## config.mk

```make
export PLATFORM = sky130hd
export DESIGN_NAME = dla_clock_cross_handshake_src_ctrl
export DESIGN_NICKNAME = d
export VERILOG_FILES = /design/src/rtl/dla_clock_cross_handshake_src_ctrl.sv
export SDC_FILE = /design/constraint.sdc
export NUM_CORES = 1
export LEC_CHECK = 0
export BUFFER_PORTS_ARGS = -buffer_cell sky130_fd_sc_hd__buf_2
export CORE_MARGIN = 2
export CORE_UTILIZATION = 45
export DETAILED_ROUTE_END_ITERATION = 8
export GPL_TIMING_DRIVEN = 0
export PLACE_DENSITY = 0.8
export SKIP_CTS_REPAIR_TIMING = 1
export SYNTH_ARGS = -nofsm -noshare
export SYNTH_HDL_FRONTEND = slang
export SYNTH_SLANG_ARGS = --single-unit
export TNS_END_PERCENT = 1
```

## constraint.sdc

```tcl
create_clock -name clk -period 2.5 [get_ports clk]
set_input_delay 0.25 -clock clk [delete_from_list [all_inputs] [get_ports clk]]
set_output_delay 0.25 -clock clk [all_outputs]
set_load 0.005 [all_outputs]
```

## src/rtl/dla_clock_cross_handshake_src_ctrl.sv

```systemverilog
// Source-side controller for a four-phase req/ack clock-domain crossing.
// Holds a payload on a quasi-static bus, lets it settle, then runs the
// req/ack handshake. It also counts completed transfers and flags ack
// timeouts and protocol errors.
module dla_clock_cross_handshake_src_ctrl #(
  parameter int unsigned WIDTH          = 32,
  parameter int unsigned SETTLE_CYCLES  = 2,
  parameter int unsigned TIMEOUT_CYCLES = 1024
) (
  input  logic             clk,
  input  logic             i_sclr,
  input  logic             i_valid,
  input  logic [WIDTH-1:0] i_data,
  output logic             o_ready,
  output logic [WIDTH-1:0] o_xfer_data,
  output logic             o_req,
  input  logic             i_ack_sync,
  output logic             o_done,
  output logic [31:0]      o_xfer_count,
  output logic             o_timeout,
  output logic             o_proto_err
);

  localparam logic [7:0]  SettleLast = 8'(SETTLE_CYCLES);
  localparam logic [31:0] TimeoutLim = 32'(TIMEOUT_CYCLES);

  typedef enum logic [1:0] {
    StIdle,
    StSettle,
    StReqHi,
    StReqLo
  } state_e;

  state_e           state_q, state_d;
  logic [7:0]       settle_cnt_q, settle_cnt_d;
  logic [31:0]      wait_cnt_q, wait_cnt_d;
  logic [31:0]      wait_cnt_inc;
  logic [WIDTH-1:0] xfer_data_q, xfer_data_d;
  logic             req_q, req_d;
  logic             done_q, done_d;
  logic [31:0]      xfer_count_q, xfer_count_d;
  logic             timeout_q, timeout_d;
  logic             proto_err_q, proto_err_d;

  // Saturating increment so a stuck ack never wraps the wait counter.
  assign wait_cnt_inc = (wait_cnt_q == 32'hFFFF_FFFF) ? wait_cnt_q : wait_cnt_q + 32'd1;

  // Next-state and registered-output logic for the handshake FSM.
  always_comb begin
    state_d      = state_q;
    settle_cnt_d = settle_cnt_q;
    wait_cnt_d   = wait_cnt_q;
    xfer_data_d  = xfer_data_q;
    req_d        = req_q;
    done_d       = 1'b0;
    xfer_count_d = xfer_count_q;
    timeout_d    = timeout_q;
    proto_err_d  = proto_err_q;

    case (state_q)
      StIdle: begin
        // A stale ack here is flagged but otherwise ignored.
        if (i_ack_sync) proto_err_d = 1'b1;
        if (i_valid) begin
          xfer_data_d  = i_data;
          settle_cnt_d = 8'd0;
          state_d      = StSettle;
        end
      end
      StSettle: begin
        if (settle_cnt_q == SettleLast) begin
          // Ack still high from a previous handshake: flag and stall.
          if (i_ack_sync) begin
            proto_err_d = 1'b1;
          end else begin
            req_d      = 1'b1;
            wait_cnt_d = 32'd0;
            state_d    = StReqHi;
          end
        end else begin
          settle_cnt_d = settle_cnt_q + 8'd1;
        end
      end
      StReqHi: begin
        if (i_ack_sync) begin
          req_d      = 1'b0;
          wait_cnt_d = 32'd0;
          state_d    = StReqLo;
        end else begin
          wait_cnt_d = wait_cnt_inc;
        end
      end
      StReqLo: begin
        if (!i_ack_sync) begin
          done_d       = 1'b1;
          xfer_count_d = xfer_count_q + 32'd1;
          state_d      = StIdle;
        end else begin
          wait_cnt_d = wait_cnt_inc;
        end
      end
      default: state_d = StIdle;
    endcase

    // Timeout only reports; the FSM keeps waiting for the ack.
    if ((TIMEOUT_CYCLES != 0) && ((state_q == StReqHi) || (state_q == StReqLo)) &&
        (wait_cnt_d == TimeoutLim)) begin
      timeout_d = 1'b1;
    end
  end

  // State register with synchronous active-high clear.
  always_ff @(posedge clk) begin
    if (i_sclr) begin
      state_q      <= StIdle;
      settle_cnt_q <= 8'd0;
      wait_cnt_q   <= 32'd0;
      xfer_data_q  <= '0;
      req_q        <= 1'b0;
      done_q       <= 1'b0;
      xfer_count_q <= 32'd0;
      timeout_q    <= 1'b0;
      proto_err_q  <= 1'b0;
    end else begin
      state_q      <= state_d;
      settle_cnt_q <= settle_cnt_d;
      wait_cnt_q   <= wait_cnt_d;
      xfer_data_q  <= xfer_data_d;
      req_q        <= req_d;
      done_q       <= done_d;
      xfer_count_q <= xfer_count_d;
      timeout_q    <= timeout_d;
      proto_err_q  <= proto_err_d;
    end
  end

  // o_ready is decoded from state alone so it never depends on i_valid.
  assign o_ready      = (state_q == StIdle);
  assign o_xfer_data  = xfer_data_q;
  assign o_req        = req_q;
  assign o_done       = done_q;
  assign o_xfer_count = xfer_count_q;
  assign o_timeout    = timeout_q;
  assign o_proto_err  = proto_err_q;

endmodule
```

==> summary.txt <==
Status
  • Status: finished with violations
  • Violations in the final reports: setup timing

Critical path
  • Setup slack, reg-to-reg: -310 ps
  • Required @ worst endpoint: 2750 ps
  • Biggest cell delay along the critical path: 420 ps
  • Startpoint Class: register
  • Highest-delay cell along the critical path: sky130_fd_sc_hd__and4_1
  • Worst reg-to-reg path cell count: 9
  • Data arrival time of the critical path: 3060 ps
  • Crit path buffers/inverters: 1
  • Biggest fanout along the worst timing path: 6
  • Cell repeated most along the worst path: sky130_fd_sc_hd__and4_1
  • Critical setup path kind: reg -> reg
  • Startpoint of the worst register-to-register path: wait_cnt_q[22]
  • CP delay by family, top: simple AND/OR/NAND/NOR gates
  • Reg-to-Reg End: o_timeout
  • Worst path cell trace: nand4_1, buf_4, nor4_4, and4_1, o311ai_0, and2_1, and3_1, and4_1, a32o_1
  • Worst setup EP type: register

Layout
  • N_diodes: 0
  • Final net count: 868
  • Post-Layout Cell Count: 975
  • Fillers: 1,038
  • Ratio of cells with drive above 1 in the final layout: 0.273
  • Growth of design area from synthesis to finish: 28.8%

GRT
  • Number of antenna violations at the first check in global routing: 0
  • Largest net degree at the start of global routing: 18
  • Wire length of the first global-routing pass: 24,400 um
  • Grt total ovfl: 0
  • Via count of the first global-routing pass: 5,010
  • Global-route usage over all layers: 0.233

Timing
  • Max Clock Freq: 356 MHz
  • Unrepaired setup endpoints after global routing: yes
  • Final total negative setup slack: -432 ps
  • Number of pins with negative max-slew slack in the final report: 0
  • Final setup fails: 4
  • Clk_skew: 11.4 ps
  • Number of hold-slack violations in the final timing report: 0
  • Post-route setup slack: -310 ps
  • Slew at the pin closest to its max-slew limit: 626 ps
  • Time the worst path needs with I/O delays and setup: 2810 ps
  • Fin crit share: 1.12
  • Headroom to the max-slew limit: 0.582

Min path
  • Cells on Worst Hold Path: 3
  • Tightest Hold Check Type: in -> reg
  • Hold Crit Start: i_data[7]
  • End point of the most critical hold path: o_xfer_data[7]

Power
  • Sequential group share of total power: 0.394
  • Worst-case vdd ir drop: 0.000548 V
  • Internal power summed over all cells: 3.23 mW
  • Portion of total power attributed to the clock network: 0.293
  • Comb power frac: 0.313
  • Power after layout: 4.90 mW
  • Static Leak: 2.71 nW
  • Power density over the cells: 705 mW/mm^2
  • Switching power total: 1.67 mW
  • Switch share: 0.342

Synthesis
  • Ys async rst share: 0
  • Average cell area after synthesis: 7.85 um^2
  • Total of flip-flops plus latches after synthesis: 110
  • Syn Nets: 732
  • Number of distinct standard cells referenced by the synthesized netlist: 60
  • Top cells by instance count after synthesis: sky130_fd_sc_hd__dfxtp_1 (110), sky130_fd_sc_hd__nand2_1 (107), sky130_fd_sc_hd__a21oi_1 (65), sky130_fd_sc_hd__nor2_1 (64), sky130_fd_sc_hd__nand3_1 (35)
  • Seq/Total Area, Yosys: 0.408
  • Fraction of synthesized cell area taken by the top area cell type: 0.408
  • Most common cell in the netlist: sky130_fd_sc_hd__dfxtp_1
  • Ranking of synthesized cells by area: sky130_fd_sc_hd__dfxtp_1 (41%), sky130_fd_sc_hd__nand2_1 (7.4%), sky130_fd_sc_hd__a21oi_1 (6.0%)
  • Number of cells produced by synthesis: 688
  • Yosys warning total: 0
  • Top cell type by total area after synthesis: sky130_fd_sc_hd__dfxtp_1
  • Post-synth EDFFs: 0
  • Area of the mapped netlist: 0.00540 mm^2
  • Most instantiated flip-flop cell in the synthesis netlist: sky130_fd_sc_hd__dfxtp_1

Detailed routing
  • Length of the first detailed-routing pass in iterations: 6
  • Remaining design rule violation count: 0
  • Initial DRC count: 639
  • Total wirelength of the detailed-routed design: 15,800 um
  • Drt wl/cell: 16.2 um
  • Via count: 5,798
  • Post-DR vias/cell: 5.95
  • Number of nets still failing antenna checks after routing: 0

Floorplan
  • Effective utilization at floorplan: 0.456
  • Core area: 0.0119 mm^2
  • Die outline area: 0.0129 mm^2
  • Die Span Y: 114 um
  • Std-Cell Rows: 40
  • Overall die width: 114 um
  • I/O pins: 105

Clock tree
  • Longest Clk Path Bufs: 2
  • Clock root buffer: sky130_fd_sc_hd__clkbuf_16
  • Clock tree from TritonCTS: yes
  • CTS sink cnt: 110
  • CTS Buf Count: 9
  • Clock insertion delay at the later pin of the skew report: 360 ps
  • Count of H-tree levels built during CTS: 3
  • Worst-path clk slew: 70 ps

Run
  • Max-cap violation count: 0

Placed design
  • Placer's final routability congestion estimate: 0.973
  • Sum of net half-perimeters after detailed placement: 10,600 um
  • Cell count after placement: 939
  • Count of buffers from port buffering: 104
## through the flow
| step | setup WS, ps | hold WS (ps) | utilization | cell area [um^2] |
|---|---|---|---|---|
| 3_3_place_gp | -900 | 433 | 0.519 | 6150 |
| 5_1_grt | -420 | 122 | 0.587 | 6960 |
| 6_report | -310 | 129 | 0.587 | 6960 |
| 4_1_cts | -921 | 123 | 0.543 | 6440 |
| 3_5_place_dp | -897 | 437 | 0.519 | 6150 |
| 2_1_floorplan | -14.9 | 331 | - | 5450 |
## cells in the final DEF, fill, tap and decap left out, types with 19 or more instances in the layout
cell	count
sky130_fd_sc_hd__a21oi_1	63
sky130_fd_sc_hd__buf_2	105
sky130_fd_sc_hd__buf_4	27
sky130_fd_sc_hd__clkbuf_1	19
sky130_fd_sc_hd__dfxtp_1	87
sky130_fd_sc_hd__nand2_1	105
sky130_fd_sc_hd__nand3_1	32
sky130_fd_sc_hd__nand4_1	23
sky130_fd_sc_hd__nor2_1	62
sky130_fd_sc_hd__o21ai_0	26
sky130_fd_sc_hd__xor2_1	22
## logic make-up (layout without fill, tap and decap cells)
group | Yosys count | count (layout) | synth area share
flip-flops | 110 | 110 | 0.408
AO/OA/AOI/OAI | 155 | 155 | 0.179
multiplexers | 5 | 5 | 0.00949
adder cells (fa/ha/maj) | 8 | 8 | 0.0185
buffers and inverters | 57 | 197 | 0.0421
XOR/XNOR | 31 | 31 | 0.0502
AND/OR/NAND/NOR | 322 | 322 | 0.294
## worst reg2reg max path, cell delays in order (launching register included)
cell and delay [ps]:
sky130_fd_sc_hd__dfxtp_4 380, sky130_fd_sc_hd__nand4_1 220, sky130_fd_sc_hd__buf_4 220, sky130_fd_sc_hd__nor4_4 410
sky130_fd_sc_hd__and4_1 420, sky130_fd_sc_hd__o311ai_0 160, sky130_fd_sc_hd__and2_1 220, sky130_fd_sc_hd__and3_1 180
sky130_fd_sc_hd__and4_1 230, sky130_fd_sc_hd__a32o_1 270
## final cells by class
class	instances	area (um^2)	area share
Buffer	34	200	0.0288
Clock buffer	9	225	0.0324
Clock inverter	6	61.3	0.00881
Inverter	18	67.6	0.00971
Multi-Input combinational cell	521	3230	0.464
Sequential cell	110	2250	0.324
Tap cell	147	184	0.0264
Timing Repair Buffer	130	741	0.106
## sequential cells by signal, summed over array words and instances (netlist names)
| register | count |
|---|---|
| o_timeout | 1 |
| state_q | 2 |
| settle_cnt_q | 8 |
| o_proto_err | 1 |
| o_xfer_data | 32 |
| o_req | 1 |
| o_done | 1 |
| wait_cnt_q | 32 |
| o_xfer_count | 32 |
## worst max path at each step
stage / startpoint / end / slack (ps) / cells after the start
2_1_floorplan: state_q[0] / o_xfer_count[29] / -10 / 11
3_3_place_gp: state_q[0] / o_timeout / -900 / 11
3_5_place_dp: state_q[0] / o_timeout / -900 / 11
4_1_cts: state_q[0] / o_timeout / -920 / 11
5_1_grt: wait_cnt_q[29] / o_timeout / -420 / 9
6_report: wait_cnt_q[22] / o_timeout / -310 / 9
## layer usage
| layer | GRT usage | wire length [um] |
|---|---|---|
| met1 | 0.304 | 6460 |
| met2 | 0.369 | 7400 |
| met3 | 0.0685 | 1570 |
| met4 | 0.0797 | 340 |
| met5 | 0 | 0 |
## power groups by stage
stage / registers [mW] / clock network, mW / logic (mW)
floorplan: 1.99 / 0 / 0.780
global placement: 1.98 / 0 / 1.22
detailed placement: 1.98 / 0 / 1.23
CTS: 1.94 / 1.46 / 1.23
global route: 1.95 / 1.52 / 1.65
finish: 1.93 / 1.44 / 1.53
No activity file was read; power rests on OpenSTA's default activity.
